File: src/rtl/decode_queue_pkg.sv
// ---------------------------------------------------------------------------
// decode_queue_pkg
// Shared types and constants for the decode queue:
//   - RV32I/M major opcode constants and the two exact SYSTEM words
//   - opcode_out_t : decoded operation, NOP encoded as zero so cleared
//                    storage reads back as NOP
//   - dec_fields_t : everything decode produces from one instruction word
//   - dec_entry_t  : a full queue entry (decoded fields plus a 32-bit PC)
//   - writes_rd()  : which decoded operations architecturally write rd
// ---------------------------------------------------------------------------
package decode_queue_pkg;

  // Major opcodes (instr[6:0])
  localparam logic [6:0] OP_R      = 7'b0110011;
  localparam logic [6:0] OP_IMM    = 7'b0010011;
  localparam logic [6:0] OP_LOAD   = 7'b0000011;
  localparam logic [6:0] OP_STORE  = 7'b0100011;
  localparam logic [6:0] OP_BRANCH = 7'b1100011;
  localparam logic [6:0] OP_LUI    = 7'b0110111;
  localparam logic [6:0] OP_AUIPC  = 7'b0010111;
  localparam logic [6:0] OP_JAL    = 7'b1101111;
  localparam logic [6:0] OP_JALR   = 7'b1100111;
  localparam logic [6:0] OP_FENCE  = 7'b0001111;
  localparam logic [6:0] OP_SYSTEM = 7'b1110011;

  // funct7 values that select operation families
  localparam logic [6:0] F7_BASE = 7'h00;
  localparam logic [6:0] F7_ALT  = 7'h20;
  localparam logic [6:0] F7_MEXT = 7'h01;

  // The only two legal SYSTEM encodings
  localparam logic [31:0] INSTR_ECALL  = 32'h0000_0073;
  localparam logic [31:0] INSTR_EBREAK = 32'h0010_0073;

  // NOP must stay at zero: reset clears storage and the head must read NOP.
  typedef enum logic [5:0] {
    NOP = 6'd0,
    LUI, AUIPC, JAL, JALR,
    BEQ, BNE, BLT, BGE, BLTU, BGEU,
    LB, LH, LW, LBU, LHU,
    SB, SH, SW,
    ADDI, SLTI, SLTIU, XORI, ORI, ANDI, SLLI, SRLI, SRAI,
    ADD, SUB, SLL, SLT, SLTU, XOR, SRL, SRA, OR, AND,
    ECALL, EBREAK,
    MUL, MULH, MULHSU, MULHU, DIV, DIVU, REM, REMU,
    ILLEGAL
  } opcode_out_t;

  typedef struct packed {
    opcode_out_t opcode;
    logic [4:0]  rd;
    logic [4:0]  rs1;
    logic [4:0]  rs2;
    logic        wr_en;
  } dec_fields_t;

  // Packed structs cannot take a module parameter, so the entry view fixes
  // the PC at 32 bits. The queue keeps PCs in their own PC_W-wide array so
  // it is not tied to this width.
  localparam int ENTRY_PC_W = 32;

  typedef struct packed {
    opcode_out_t           opcode;
    logic [4:0]            rd;
    logic [4:0]            rs1;
    logic [4:0]            rs2;
    logic                  wr_en;
    logic [ENTRY_PC_W-1:0] pc;
  } dec_entry_t;

  // Operations that produce a register result. Stores, branches, SYSTEM,
  // NOP and ILLEGAL are deliberately absent.
  function automatic logic writes_rd(input opcode_out_t op);
    return op inside {LUI, AUIPC, JAL, JALR,
                      LB, LH, LW, LBU, LHU,
                      ADDI, SLTI, SLTIU, XORI, ORI, ANDI, SLLI, SRLI, SRAI,
                      ADD, SUB, SLL, SLT, SLTU, XOR, SRL, SRA, OR, AND,
                      MUL, MULH, MULHSU, MULHU, DIV, DIVU, REM, REMU};
  endfunction

endpackage

File: src/rtl/decode_queue_core.sv
// ---------------------------------------------------------------------------
// decode_core
// Purely combinational RV32I(+M) decoder producing the queue entry fields.
//   Parameters : EN_M - 1 decodes funct7=01 R-type as MUL..REMU, 0 as ILLEGAL
//   instr  in  32            raw instruction word
//   fields out dec_fields_t  {opcode, rd, rs1, rs2, wr_en}
// Register indices are passed through from their fixed bit positions even
// for formats that do not use them; wr_en qualifies whether rd matters.
// ---------------------------------------------------------------------------
module decode_core
  import decode_queue_pkg::*;
#(
  parameter bit EN_M = 1'b1
) (
  input  logic [31:0] instr,
  output dec_fields_t fields
);

  logic [6:0]  funct7;
  logic [2:0]  funct3;
  opcode_out_t opcode;

  assign funct7 = instr[31:25];
  assign funct3 = instr[14:12];

  // Opcode selection. Everything starts as ILLEGAL and only the encodings
  // that are explicitly recognised below are promoted to a real operation.
  always_comb begin
    opcode = ILLEGAL;
    case (instr[6:0])
      OP_R: begin
        if (funct7 == F7_BASE) begin
          case (funct3)
            3'b000:  opcode = ADD;
            3'b001:  opcode = SLL;
            3'b010:  opcode = SLT;
            3'b011:  opcode = SLTU;
            3'b100:  opcode = XOR;
            3'b101:  opcode = SRL;
            3'b110:  opcode = OR;
            default: opcode = AND;
          endcase
        end else if (funct7 == F7_ALT) begin
          if (funct3 == 3'b000)      opcode = SUB;
          else if (funct3 == 3'b101) opcode = SRA;
        end else if (funct7 == F7_MEXT && EN_M) begin
          case (funct3)
            3'b000:  opcode = MUL;
            3'b001:  opcode = MULH;
            3'b010:  opcode = MULHSU;
            3'b011:  opcode = MULHU;
            3'b100:  opcode = DIV;
            3'b101:  opcode = DIVU;
            3'b110:  opcode = REM;
            default: opcode = REMU;
          endcase
        end
      end
      OP_IMM: begin
        case (funct3)
          3'b000: opcode = ADDI;
          3'b010: opcode = SLTI;
          3'b011: opcode = SLTIU;
          3'b100: opcode = XORI;
          3'b110: opcode = ORI;
          3'b111: opcode = ANDI;
          3'b001: if (funct7 == F7_BASE) opcode = SLLI;
          default: begin
            // funct3 = 101: the shift kind is carried in funct7
            if (funct7 == F7_BASE)     opcode = SRLI;
            else if (funct7 == F7_ALT) opcode = SRAI;
          end
        endcase
      end
      OP_LOAD: begin
        case (funct3)
          3'b000:  opcode = LB;
          3'b001:  opcode = LH;
          3'b010:  opcode = LW;
          3'b100:  opcode = LBU;
          3'b101:  opcode = LHU;
          default: opcode = ILLEGAL;
        endcase
      end
      OP_STORE: begin
        case (funct3)
          3'b000:  opcode = SB;
          3'b001:  opcode = SH;
          3'b010:  opcode = SW;
          default: opcode = ILLEGAL;
        endcase
      end
      OP_BRANCH: begin
        case (funct3)
          3'b000:  opcode = BEQ;
          3'b001:  opcode = BNE;
          3'b100:  opcode = BLT;
          3'b101:  opcode = BGE;
          3'b110:  opcode = BLTU;
          3'b111:  opcode = BGEU;
          default: opcode = ILLEGAL;
        endcase
      end
      OP_LUI:   opcode = LUI;
      OP_AUIPC: opcode = AUIPC;
      OP_JAL:   opcode = JAL;
      OP_JALR:  if (funct3 == 3'b000) opcode = JALR;
      OP_FENCE: opcode = NOP;
      OP_SYSTEM: begin
        // Only the two exact words are accepted; any stray bit is illegal.
        if (instr == INSTR_ECALL)       opcode = ECALL;
        else if (instr == INSTR_EBREAK) opcode = EBREAK;
      end
      default: opcode = ILLEGAL;
    endcase
  end

  // Pack the entry. Writes to x0 are dropped here so the consumer can use
  // wr_en directly without re-checking rd.
  always_comb begin
    fields.opcode = opcode;
    fields.rd     = instr[11:7];
    fields.rs1    = instr[19:15];
    fields.rs2    = instr[24:20];
    fields.wr_en  = writes_rd(opcode) && (instr[11:7] != 5'd0);
  end

endmodule

File: src/rtl/decode_queue.sv
// ---------------------------------------------------------------------------
// decode_queue
// Decode stage between fetch and ID/EX: decodes each accepted instruction
// and buffers the result in a DEPTH-entry FIFO.
//   Parameters : DEPTH (power of two, >= 2), EN_M, PC_W
//   clk, rst                  clock, asynchronous active-high reset
//   in_valid/in_ready         fetch handshake; in_ready = count < DEPTH
//   in_instr, in_pc           instruction word and its PC
//   flush                     drop every entry, including a same-cycle push
//   out_valid/out_ready       consumer handshake; out_valid = count != 0
//   out_opcode .. out_pc      head entry fields, out_illegal = ILLEGAL head
//   count                     occupancy
// All out_* come straight from storage; no in_* reaches an output in the
// same cycle.
// ---------------------------------------------------------------------------
module decode_queue
  import decode_queue_pkg::*;
#(
  parameter int DEPTH = 4,
  parameter bit EN_M  = 1'b1,
  parameter int PC_W  = 32
) (
  input  logic                       clk,
  input  logic                       rst,
  input  logic                       in_valid,
  output logic                       in_ready,
  input  logic [31:0]                in_instr,
  input  logic [PC_W-1:0]            in_pc,
  input  logic                       flush,
  output logic                       out_valid,
  input  logic                       out_ready,
  output opcode_out_t                out_opcode,
  output logic [4:0]                 out_rd,
  output logic [4:0]                 out_rs1,
  output logic [4:0]                 out_rs2,
  output logic                       out_wr_en,
  output logic                       out_illegal,
  output logic [PC_W-1:0]            out_pc,
  output logic [$clog2(DEPTH+1)-1:0] count
);

  localparam int PTR_W = $clog2(DEPTH);
  localparam int CNT_W = $clog2(DEPTH + 1);

  dec_fields_t           dec;
  dec_fields_t           mem    [DEPTH];
  logic [PC_W-1:0]       pc_mem [DEPTH];
  logic [PTR_W-1:0]      wr_ptr;
  logic [PTR_W-1:0]      rd_ptr;
  logic                  push;
  logic                  pop;

  decode_core #(
    .EN_M (EN_M)
  ) u_core (
    .instr  (in_ready ? in_instr : in_instr),
    .fields (dec)
  );

  // Handshake qualification. in_ready depends on count alone, so a pop in
  // a full cycle never opens room for a push in that same cycle. Flush
  // masks both directions so the flush cycle changes nothing but the reset
  // of the pointers.
  always_comb begin
    in_ready  = (count < CNT_W'(DEPTH));
    out_valid = (count != '0);
    push      = in_valid && in_ready && !flush;
    pop       = out_valid && out_ready && !flush;
  end

  // FIFO storage, pointers and occupancy. Pointers are exactly log2(DEPTH)
  // wide so they wrap on their own. Storage is cleared on reset only, so
  // the head reads NOP/zero after reset; after a flush the stale head is
  // still visible but out_valid is low.
  always_ff @(posedge clk or posedge rst) begin
    if (rst) begin
      wr_ptr <= '0;
      rd_ptr <= '0;
      count  <= '0;
      for (int i = 0; i < DEPTH; i++) begin
        mem[i]    <= '0;
        pc_mem[i] <= '0;
      end
    end else if (flush) begin
      wr_ptr <= '0;
      rd_ptr <= '0;
      count  <= '0;
    end else begin
      if (push) begin
        mem[wr_ptr]    <= dec;
        pc_mem[wr_ptr] <= in_pc;
        wr_ptr         <= wr_ptr + PTR_W'(1);
      end
      if (pop) begin
        rd_ptr <= rd_ptr + PTR_W'(1);
      end
      case ({push, pop})
        2'b10:   count <= count + CNT_W'(1);
        2'b01:   count <= count - CNT_W'(1);
        default: count <= count;
      endcase
    end
  end

  // Head entry presentation
  always_comb begin
    out_opcode  = mem[rd_ptr].opcode;
    out_rd      = mem[rd_ptr].rd;
    out_rs1     = mem[rd_ptr].rs1;
    out_rs2     = mem[rd_ptr].rs2;
    out_wr_en   = mem[rd_ptr].wr_en;
    out_illegal = (mem[rd_ptr].opcode == ILLEGAL);
    out_pc      = pc_mem[rd_ptr];
  end

endmodule

File: config.mk
export PLATFORM = sky130hd
export DESIGN_NAME = decode_queue
export DESIGN_NICKNAME = d
export VERILOG_FILES = /design/src/rtl/decode_queue_pkg.sv /design/src/rtl/decode_queue_core.sv /design/src/rtl/decode_queue.sv
export SDC_FILE = /design/constraint.sdc
export NUM_CORES = 1
export LEC_CHECK = 0
export ABC_AREA = 1
export BUFFER_PORTS_ARGS = -buffer_cell sky130_fd_sc_hd__buf_2
export CAP_MARGIN = 10
export CORE_MARGIN = 2
export CORE_UTILIZATION = 53
export DETAILED_ROUTE_END_ITERATION = 8
export PLACE_DENSITY = 0.83
export SYNTH_ARGS = -nofsm -noshare
export SYNTH_HDL_FRONTEND = slang
export SYNTH_SLANG_ARGS = --single-unit
File: constraint.sdc
create_clock -name clk -period 7.1 [get_ports clk]
set_input_delay 0.71 -clock clk [delete_from_list [all_inputs] [get_ports clk]]
set_output_delay 0.71 -clock clk [all_outputs]
set_load 0.03 [all_outputs]
# Yosys cells after proc, flatten, opt, wreduce, memory -nomap -nowiden
# Index checks and enable logic that the tools add are counted.
dict set report word_totals {
  in_bits 69
  register_bits 223
  out_inout_bits 60
  elab_cells 151
}
dict set report classes {
  n_bitwise 3
  eq_ne 61
  order_cmp 4
  reduce_logical 16
  muxes 36
  addsub 4
}
# op count
set ops {}
lappend ops {{$bwmux W128} 1}
lappend ops {{$mux W32} 3}
lappend ops {{$eq A6 B6 Y1 const B} 15}
lappend ops {{$bwmux W88} 1}
lappend ops {{$pmux W6 S7} 2}
lappend ops {{$eq A6 B5 Y1 const B} 13}
lappend ops {{$mux W22} 3}
lappend ops {{$pmux W6 S11} 1}
lappend ops {{$bmux W32 S2} 1}
lappend ops {{$demux W32 S2} 1}
lappend ops {{$mux W6} 9}
lappend ops {{$bmux W22 S2} 1}
lappend ops {{$demux W22 S2} 1}
lappend ops {{$pmux W6 S6} 1}
lappend ops {{$reduce_bool A36 Y1} 1}
lappend ops {{$eq A32 B21 Y1 const B} 1}
lappend ops {{$eq A32 B7 Y1 const B} 1}
lappend ops {{$eq A6 B4 Y1 const B} 5}
lappend ops {{$pmux W6 S5} 1}
lappend ops {{$eq A7 B6 Y1 const B} 4}
lappend ops {{$eq A7 B7 Y1 const B} 4}
lappend ops {{$pmux W3 S7} 1}
lappend ops {{$pmux W6 S3} 1}
lappend ops {{$eq A7 B5 Y1 const B} 2}
lappend ops {{other kinds (31)} 50}

# Logic depth before layout (Yosys ltp)
# Gate-level depths: netlist of run 1.
dict set report logic_depth {
  ltp_word 10
  depth_mapped 17
  depth_no_buf 17
}

# Cells and area by module
# Synthesis of run 1 repeated with hierarchy kept, for this count alone.
dict set report unflattened {
  cells_unflattened 1382
  hier_area_um2 11046.8
}
# mod area_per_inst_um2 cells_per_inst seq_area_each_um2 instances
set by_module_without_submodules {}
lappend by_module_without_submodules {decode_queue 9788.1 1127 5580.4 1}
lappend by_module_without_submodules {decode_core 1258.7 255 0.0 1}

# Worst setup path before layout of run 1
# OpenSTA, ideal clock, no wires.
dict set report synth_timing {
  kind {register -> output}
  from {reg rd_ptr[1]}
  to {out out_illegal}
  t_required_ns 6.390
  path_buffers 2
  path_stages_with_launch 9
  path_slack_ns 3.942
  t_arrival_ns 2.448
  path_cell_list {dfrtp_1 > clkbuf_1 > inv_1 > clkbuf_1 > o21ai_0 > o22ai_1 > nand2_1 > nor3_1 > nor3b_1}
}
dict set report synth_between {
  elab_chain_cells 5
}
# item line
set synth_lines {}
lappend synth_lines {{start: declaration} decode_queue.sv:49} ;# logic [PTR_W-1:0] rd_ptr;
lappend synth_lines {{start signal: assignment} decode_queue.sv:95} ;# rd_ptr <= rd_ptr + PTR_W'(1);
lappend synth_lines {{$not A2 Y3} --}
lappend synth_lines {{$bmux W22 S2} --}
lappend synth_lines {{$mux W22 (2 in series)} --}
lappend synth_lines {{via out_opcode[4]} decode_queue.sv:32} ;# output opcode_out_t out_opcode,
lappend synth_lines {{$eq A6 B6 Y1} decode_queue.sv:112} ;# out_illegal = (mem[rd_ptr].opcode == ILLEGAL);
lappend synth_lines {{end: declaration} decode_queue.sv:37} ;# output logic out_illegal,
# The timed path passes the listed nets, and every way through them passes these cells. The select of a mux whose other input is x is not followed.

# Worst setup path in the final report of run 1
dict set report layout_timing {
  from {reg rd_ptr[0]}
  to {out out_illegal}
}
dict set report layout_between {
  elab_chain_cells 5
}
# item line
set layout_lines {}
lappend layout_lines {{$not A2 Y3 (implied by the code)} decode_queue.sv:112}
lappend layout_lines {{$bmux W22 S2} decode_queue.sv:112}
lappend layout_lines {{$mux W22 (implied by the code) (2 in series)} decode_queue.sv:112}
lappend layout_lines {{$eq A6 B6 Y1} decode_queue.sv:112}
# No other way between the ends. The select of a mux whose other input is x is not followed.

==> results of run 1 <==
final timing paths:
kind / to / slack [ns] / cells past startpoint
min in group asynchronous: pc_mem[37] / 0.42 / 2
worst min-delay path: count[2] / 0.39 / 2
worst max register to register: rd_ptr[0] / 4.25 / 5
worst min register to register: pc_mem[53] / 0.48 / 2
worst max-delay path: out_illegal / 2.37 / 6
max in group asynchronous: pc_mem[79] / 5.21 / 3
worst register-to-register path: cells and delay by family (launching register included):
family                 cells  cell delay, ns
buffers and inverters      2            1.04
and+or+nand+nor            2            0.49
AOI/OAI and AO/OA          1            0.05
DFF                        1            1.13
power groups by stage:
stage	combinational (µW)	sequential, µW	clock [µW]
2_1_floorplan	1230	1970	0
3_3_place_gp	1580	2050	0
5_1_grt	1820	2120	1250
6_report	1640	2070	1170
3_5_place_dp	1620	2070	0
4_1_cts	1650	2060	1190
cell usage after synthesis:
cell type	count	area share, %
fa_1	1	0.19
nor3_1	4	0.19
nand3_1	38	1.8
a21oi_1	15	0.71
o21ai_0	330	16
nand2_2	4	0.24
o211ai_1	2	0.14
buf_1	2	0.071
nor2_1	156	5.5
or2_2	1	0.059
nand3_2	2	0.19
inv_2	6	0.21
clkbuf_1	77	2.7
a31oi_1	1	0.059
nor2_4	1	0.11
nand2_1	320	11
buf_2	1	0.047
ha_1	4	0.47
o22ai_1	52	3.1
o21ai_1	2	0.095
buf_4	2	0.14
dfrtp_1	223	53
nor2_2	9	0.53
nor3b_1	1	0.071
inv_1	90	3.2
nand4_1	3	0.18
nand3b_1	2	0.14
sequential cells by signal, indices dropped and copies added (netlist names):
name,count
count,3
wr_ptr,2
pc_mem,128
mem,88
rd_ptr,2
area by class of cell:
cell class              instances  area, µm²
fillers                      1721       7480
flip-flops and latches        223       5590
multi-input cells             948       4340
clock buffers                  34        709
repair buffers                132        671
inverters                      96        369
well taps                     265        332
clock inverters                 8       42.5
metrics by stage:
step	instances	hold slack (ns)
after global routing	1706	0.397
after floorplan	1349	0.444
final	1706	0.391
after global placement	1664	0.460
after CTS	1706	0.381
after detailed placement	1664	0.465
logic make-up after synthesis:
family / count (synthesis) / synth area share [%]
buffers and inverters: 178 / 6.41
flip-flops: 223 / 52.8
adder cells (fa/ha/maj): 5 / 0.663
AND/OR/NAND/NOR: 541 / 20.4
AO/OA/AOI/OAI: 402 / 19.7
routing by layer:
layer,up-vias,track usage [%],share of wire [%]
met4,0,6.57,1.9
met5,-,0,0
li1,4581,-,-
met1,4510,34.6,44
met2,328,40.0,47
met3,41,3.14,6.3
==> run_results.csv, run 1 <==
group,metric,value,unit
power_and_ir_drop,internal-power,2980,µW
setup_path,critPathRequiredTime,6.39,ns
power_and_ir_drop,portion_of_total_power_attributed_to_combinational_logic,33.6,%
floorplanning,floorplan.io_pins,129,
setup_path,crit_type,"reg -> out",
placed_design,port_buffers,128,
routing,first_iter_violations,856,
timing,timing.final.ws_setup,2.37,ns
clocking,cts-root-buf,"clkbuf_16",
setup_path,critical_path_fanout_max,105,
global_routing,via_count_of_the_first_global_routing_pass,8784,
finish,post_route_cells_drive_above_1_share,13.9,%
power_and_ir_drop,power.ir.vdd_worst,0.147,mV
setup_path,crit_end_element,"primary output",
synth,unique_cell_type_count_in_the_yosys_netlist,27,
hold_path,min-delay-path-class,"in -> reg",
finish,utilization,61.7,%
timing,worst_pin_slew,1.09,ns
power_and_ir_drop,power.share.clock,24.1,%
floorplanning,initial_standard_cell_utilization_of_the_core,54.1,%
setup_path,cp.arrival,4.02,ns
placed_design,detailed_place_hpwl,15.3,mm
floorplanning,die_area,21100,µm²
setup_path,worstPathCellList,"clkinv_2, o21ai_0, o22ai_1, nor3_1, nor3b_1, buf_2",
floorplanning,chipWidth,145,µm
placed_design,dpl-instance-area,11300,µm²
clocking,post_cts_buffers,0,
floorplanning,core_region_area,19500,µm²
global_routing,wire_length_of_the_first_global_routing_pass,43.6,mm
clocking,total_of_hold_buffers_inserted_after_clock_tree_synthesis,0,
synth,postSynthAreaPerCell,7.83,µm²
timing,final.setup_skew,0.00601,ns
clocking,ctsHtreeMaxLevel,1,
setup_path,critical_path.top_delay_family,"buffers and inverters",
clocking,clkTransAtPathRegs,0.06,ns
timing,fin_crit_sh,66.6,%
routing,route.detailed.vias_per_inst,5.55,
power_and_ir_drop,power_frac_seq,42.4,%
synth,cell_count_after_synthesis,1349,
timing,setup-violations-final,0,
timing,setup_repair_after_global_routing_missed_its_margin,"false",
global_routing,grt_start_max_net_pins,155,
power_and_ir_drop,post-layout-total-power,4870,µW
floorplanning,placementRows,51,
global_routing,globalRoute.totalOverflow,0,
global_routing,antenna_found_initial,1,
power_and_ir_drop,power_switching,1900,µW
clocking,cts-root-to-sink-buffers,3,
finish,number_of_nets_in_the_layout,1499,
hold_path,worst_hold_startpoint,"flush",
timing,fmax,212,MHz
synth,synthesis.nets,1423,
placed_design,post-place-ws,2.97,ns
timing,total_negative_setup_slack,0,ns
floorplanning,height_of_the_chip,145,µm
power_and_ir_drop,power.density,405,nW/µm²
finish,finalInstanceArea,12000,µm²
routing,detailed_route_wire_length,25.8,mm
clocking,cts.sink_count,223,
finish,top_library_cells_by_usage_in_the_layout_fill_and_taps_aside,"o21ai_0, nand2_1, dfrtp_1",
status,status,"completed",
global_routing,global_route_usage_over_all_layers,24.4,%
setup_path,startpoint,"rd_ptr[0]",
flow_run,max_cap_viol_count,0,
finish,n_antenna_cell,0,
timing,final.min_clock_period,4.73,ns
clocking,worst_skew_pair.late_latency,0.50,ns
routing,drtPass1Iterations,5,
setup_path,worst-path-buf-inv,2,
power_and_ir_drop,switching_share,38.9,%
synth,synth-seq-cells,223,
power_and_ir_drop,cellLeakagePower,0.00616,µW
timing,maxSlewViolCount,0,
setup_path,regToRegStartpoint,"rd_ptr[0]",
synth,netlist_area,10600,µm²
routing,final_antenna_net_count,0,
placed_design,place.gp.congestion,0.905,
setup_path,crit_path_start_kind,"flip-flop",
synth,yosysSeqAreaShare,52.8,%
clocking,cts_buffer_count,24,
synth,yosysWarningCount,0,
timing,relSlewSlack,27.2,%
setup_path,crit_slowest_cell,"dfrtp_4",
setup_path,timing.critical_path.slowest_cell_delay,1.13,ns
routing,vias,9460,
clocking,tritoncts,"done",
finish,layout-area-overhead-vs-synth,14.0,%
routing,drc,0,
timing,finalHoldViolations,0,
routing,wl_per_cell,15.1,µm
clocking,post_cts.resized_instances,0,
finish,layout.cells.most_common,"o21ai_0",
(Power assumes the default switching activity.)
==> run 2: changes to the inputs <==
- CORE_UTILIZATION: 53 -> 58
- PLACE_DENSITY: 0.83 -> 0.86
- clock period: 7.1 -> 4.35 ns (I/O delays scaled with it)
==> run 2 against run 1 <==
Sequential cell count did not move. Final cell count fell by 1.8%. First-iteration DRC count rose by 5.4%.
==> run_results.csv, run 2 (same netlist as run 1, synthesis figures left out) <==
group,metric,value,unit
floorplanning,chipWidth,139,µm
finish,register_area,5580,µm²
routing,drc,0,
finish,max_reg_flops,128,
floorplanning,floorplan.io_pins,129,
clocking,cts-root-to-sink-buffers,3,
finish,finish.cell_count_without_fillers,1676,
timing,relSlewSlack,27.4,%
finish,regMostFlops,"pc_mem",
setup_path,critical_path_fanout_max,104,
timing,setup_repair_after_global_routing_missed_its_margin,"false",
clocking,cts_buffer_count,25,
timing,maxSlewViolCount,0,
finish,multi_input_comb_area,4340,µm²
setup_path,crit_slowest_cell,"buf_4",
clocking,clkTransAtPathRegs,0.06,ns
floorplanning,die_area,19300,µm²
finish,layout.cells.most_common,"o21ai_0",
setup_path,crit_end_element,"primary output",
routing,wl_per_cell,15.0,µm
floorplanning,core_region_area,17900,µm²
routing,final_antenna_net_count,0,
timing,final.min_clock_period,3.45,ns
timing,fmax,290,MHz
power_and_ir_drop,power.density,664,nW/µm²
setup_path,timing.critical_path.slowest_cell_delay,0.77,ns
setup_path,critPathRequiredTime,3.91,ns
setup_path,cp.arrival,3.02,ns
finish,layout-area-overhead-vs-synth,14.1,%
power_and_ir_drop,cellLeakagePower,0.00618,µW
hold_path,min-delay-path-class,"in -> reg",
finish,post_route_cells_drive_above_1_share,13.8,%
placed_design,detailed_place_hpwl,15.4,mm
routing,first_iter_violations,902,
clocking,cts-root-buf,"clkbuf_16",
routing,drtPass1Iterations,7,
placed_design,port_buffers,128,
timing,setup-violations-final,0,
setup_path,critical_path.top_delay_family,"buffers and inverters",
setup_path,worst-path-buf-inv,2,
clocking,tritoncts,"done",
global_routing,antenna_found_initial,0,
finish,n_antenna_cell,0,
finish,number_of_filler_instances_in_the_final_layout,1478,
finish,number_of_nets_in_the_layout,1504,
global_routing,global_route_usage_over_all_layers,26.0,%
routing,detailed_route_wire_length,25.2,mm
timing,total_negative_setup_slack,0,ns
floorplanning,placementRows,49,
setup_path,worstPathCellList,"buf_4, o21ai_0, o22ai_1, nand2_1, nor3_1, nor3b_1, buf_2",
global_routing,globalRoute.totalOverflow,0,
routing,route.detailed.vias_per_inst,5.59,
placed_design,place.gp.congestion,0.910,
floorplanning,height_of_the_chip,139,µm
setup_path,crit_path_start_kind,"flip-flop",
timing,final.setup_skew,0.0224,ns
finish,layout_top_registers,"pc_mem: 128 flops, mem: 88 flops, count: 3 flops",
flow_run,max_cap_viol_count,0,
timing,fin_crit_sh,79.3,%
clocking,ctsHtreeMaxLevel,1,
global_routing,via_count_of_the_first_global_routing_pass,8766,
setup_path,crit_type,"reg -> out",
floorplanning,initial_standard_cell_utilization_of_the_core,59.0,%
status,status,"completed",
timing,worst_pin_slew,1.09,ns
global_routing,wire_length_of_the_first_global_routing_pass,42.4,mm
power_and_ir_drop,power.ir.vdd_worst,0.535,mV
finish,top_library_cells_by_usage_in_the_layout_fill_and_taps_aside,"o21ai_0, nand2_1, dfrtp_1",
placed_design,dp.cells,1631,
timing,hold_slack,0.116,ns
timing,finalHoldViolations,0,
clocking,post_cts.resized_instances,0,
global_routing,grt_start_max_net_pins,123,
clocking,cts.sink_count,223,
clocking,worst_skew_pair.late_latency,0.52,ns
routing,vias,9369,
-- run 2: cell types whose count changed in the layout (fill, tap and decap cells not counted), sizes merged --
cell and delta:
buf +3, clkinv -3, clkbuf +2, bufinv +1
clkinvlp +1, dlygate4sd3 +1, inv +1
-- run 2: worst paths after layout --
path,start,to,slack [ns],depth (start not counted)
min in group asynchronous,rst,pc_mem[5],0.51,3
max reg2reg,count[2],pc_mem[21],1.70,5
max in group asynchronous,rst,rd_ptr[0],2.79,4
min,flush,count[2],0.12,2
max,rd_ptr[0],out_illegal,0.90,7
min reg2reg,mem[57],mem[57],0.48,2
-- run 2: area by class of cell --
type	count	area share, %
Inverter	96	3.03
Timing Repair Buffer	136	5.94
Tap cell	229	2.38
Clock buffer	36	5.70
Multi-Input combinational cell	948	36.0
Clock inverter	8	0.623
Sequential cell	223	46.3
-- run 2: through the flow --
step | total power [µW] | setup slack, ns | instance area (µm²) | util [%]
finish | 8000 | 0.900 | 12100 | 67.3
CTS | 8040 | 0.868 | 12100 | 67.3
global route | 8510 | 0.633 | 12100 | 67.3
floorplan | 5230 | 1.00 | 10600 | -
detailed placement | 6040 | 1.46 | 11300 | 63.0
global placement | 5920 | 1.50 | 11300 | 63.0
-- run 2: routing by layer --
| metal | track usage, % | part of all wire [%] | vias to the layer above |
|---|---|---|---|
| li1 | - | - | 4595 |
| met1 | 36.9 | 44 | 4443 |
| met2 | 43.0 | 48 | 295 |
| met3 | 3.87 | 6.3 | 36 |
| met4 | 6.01 | 1.4 | 0 |
| met5 | 0 | 0 | - |
-- run 2: power breakdown --
part           switching [µW]  internal [µW]  total (µW)
Clock                     808           1160        1960
Combinational            1880            858        2740
Sequential                421           2880        3300
Total                    3110           4890        8000
-- run 2: what timing repair did --
| item | in CTS | in global routing |
|---|---|---|
| setup buffers | 0 | 0 |
| hold buffers | 1 | 0 |
| hold endpoints to repair | 20 | 0 |
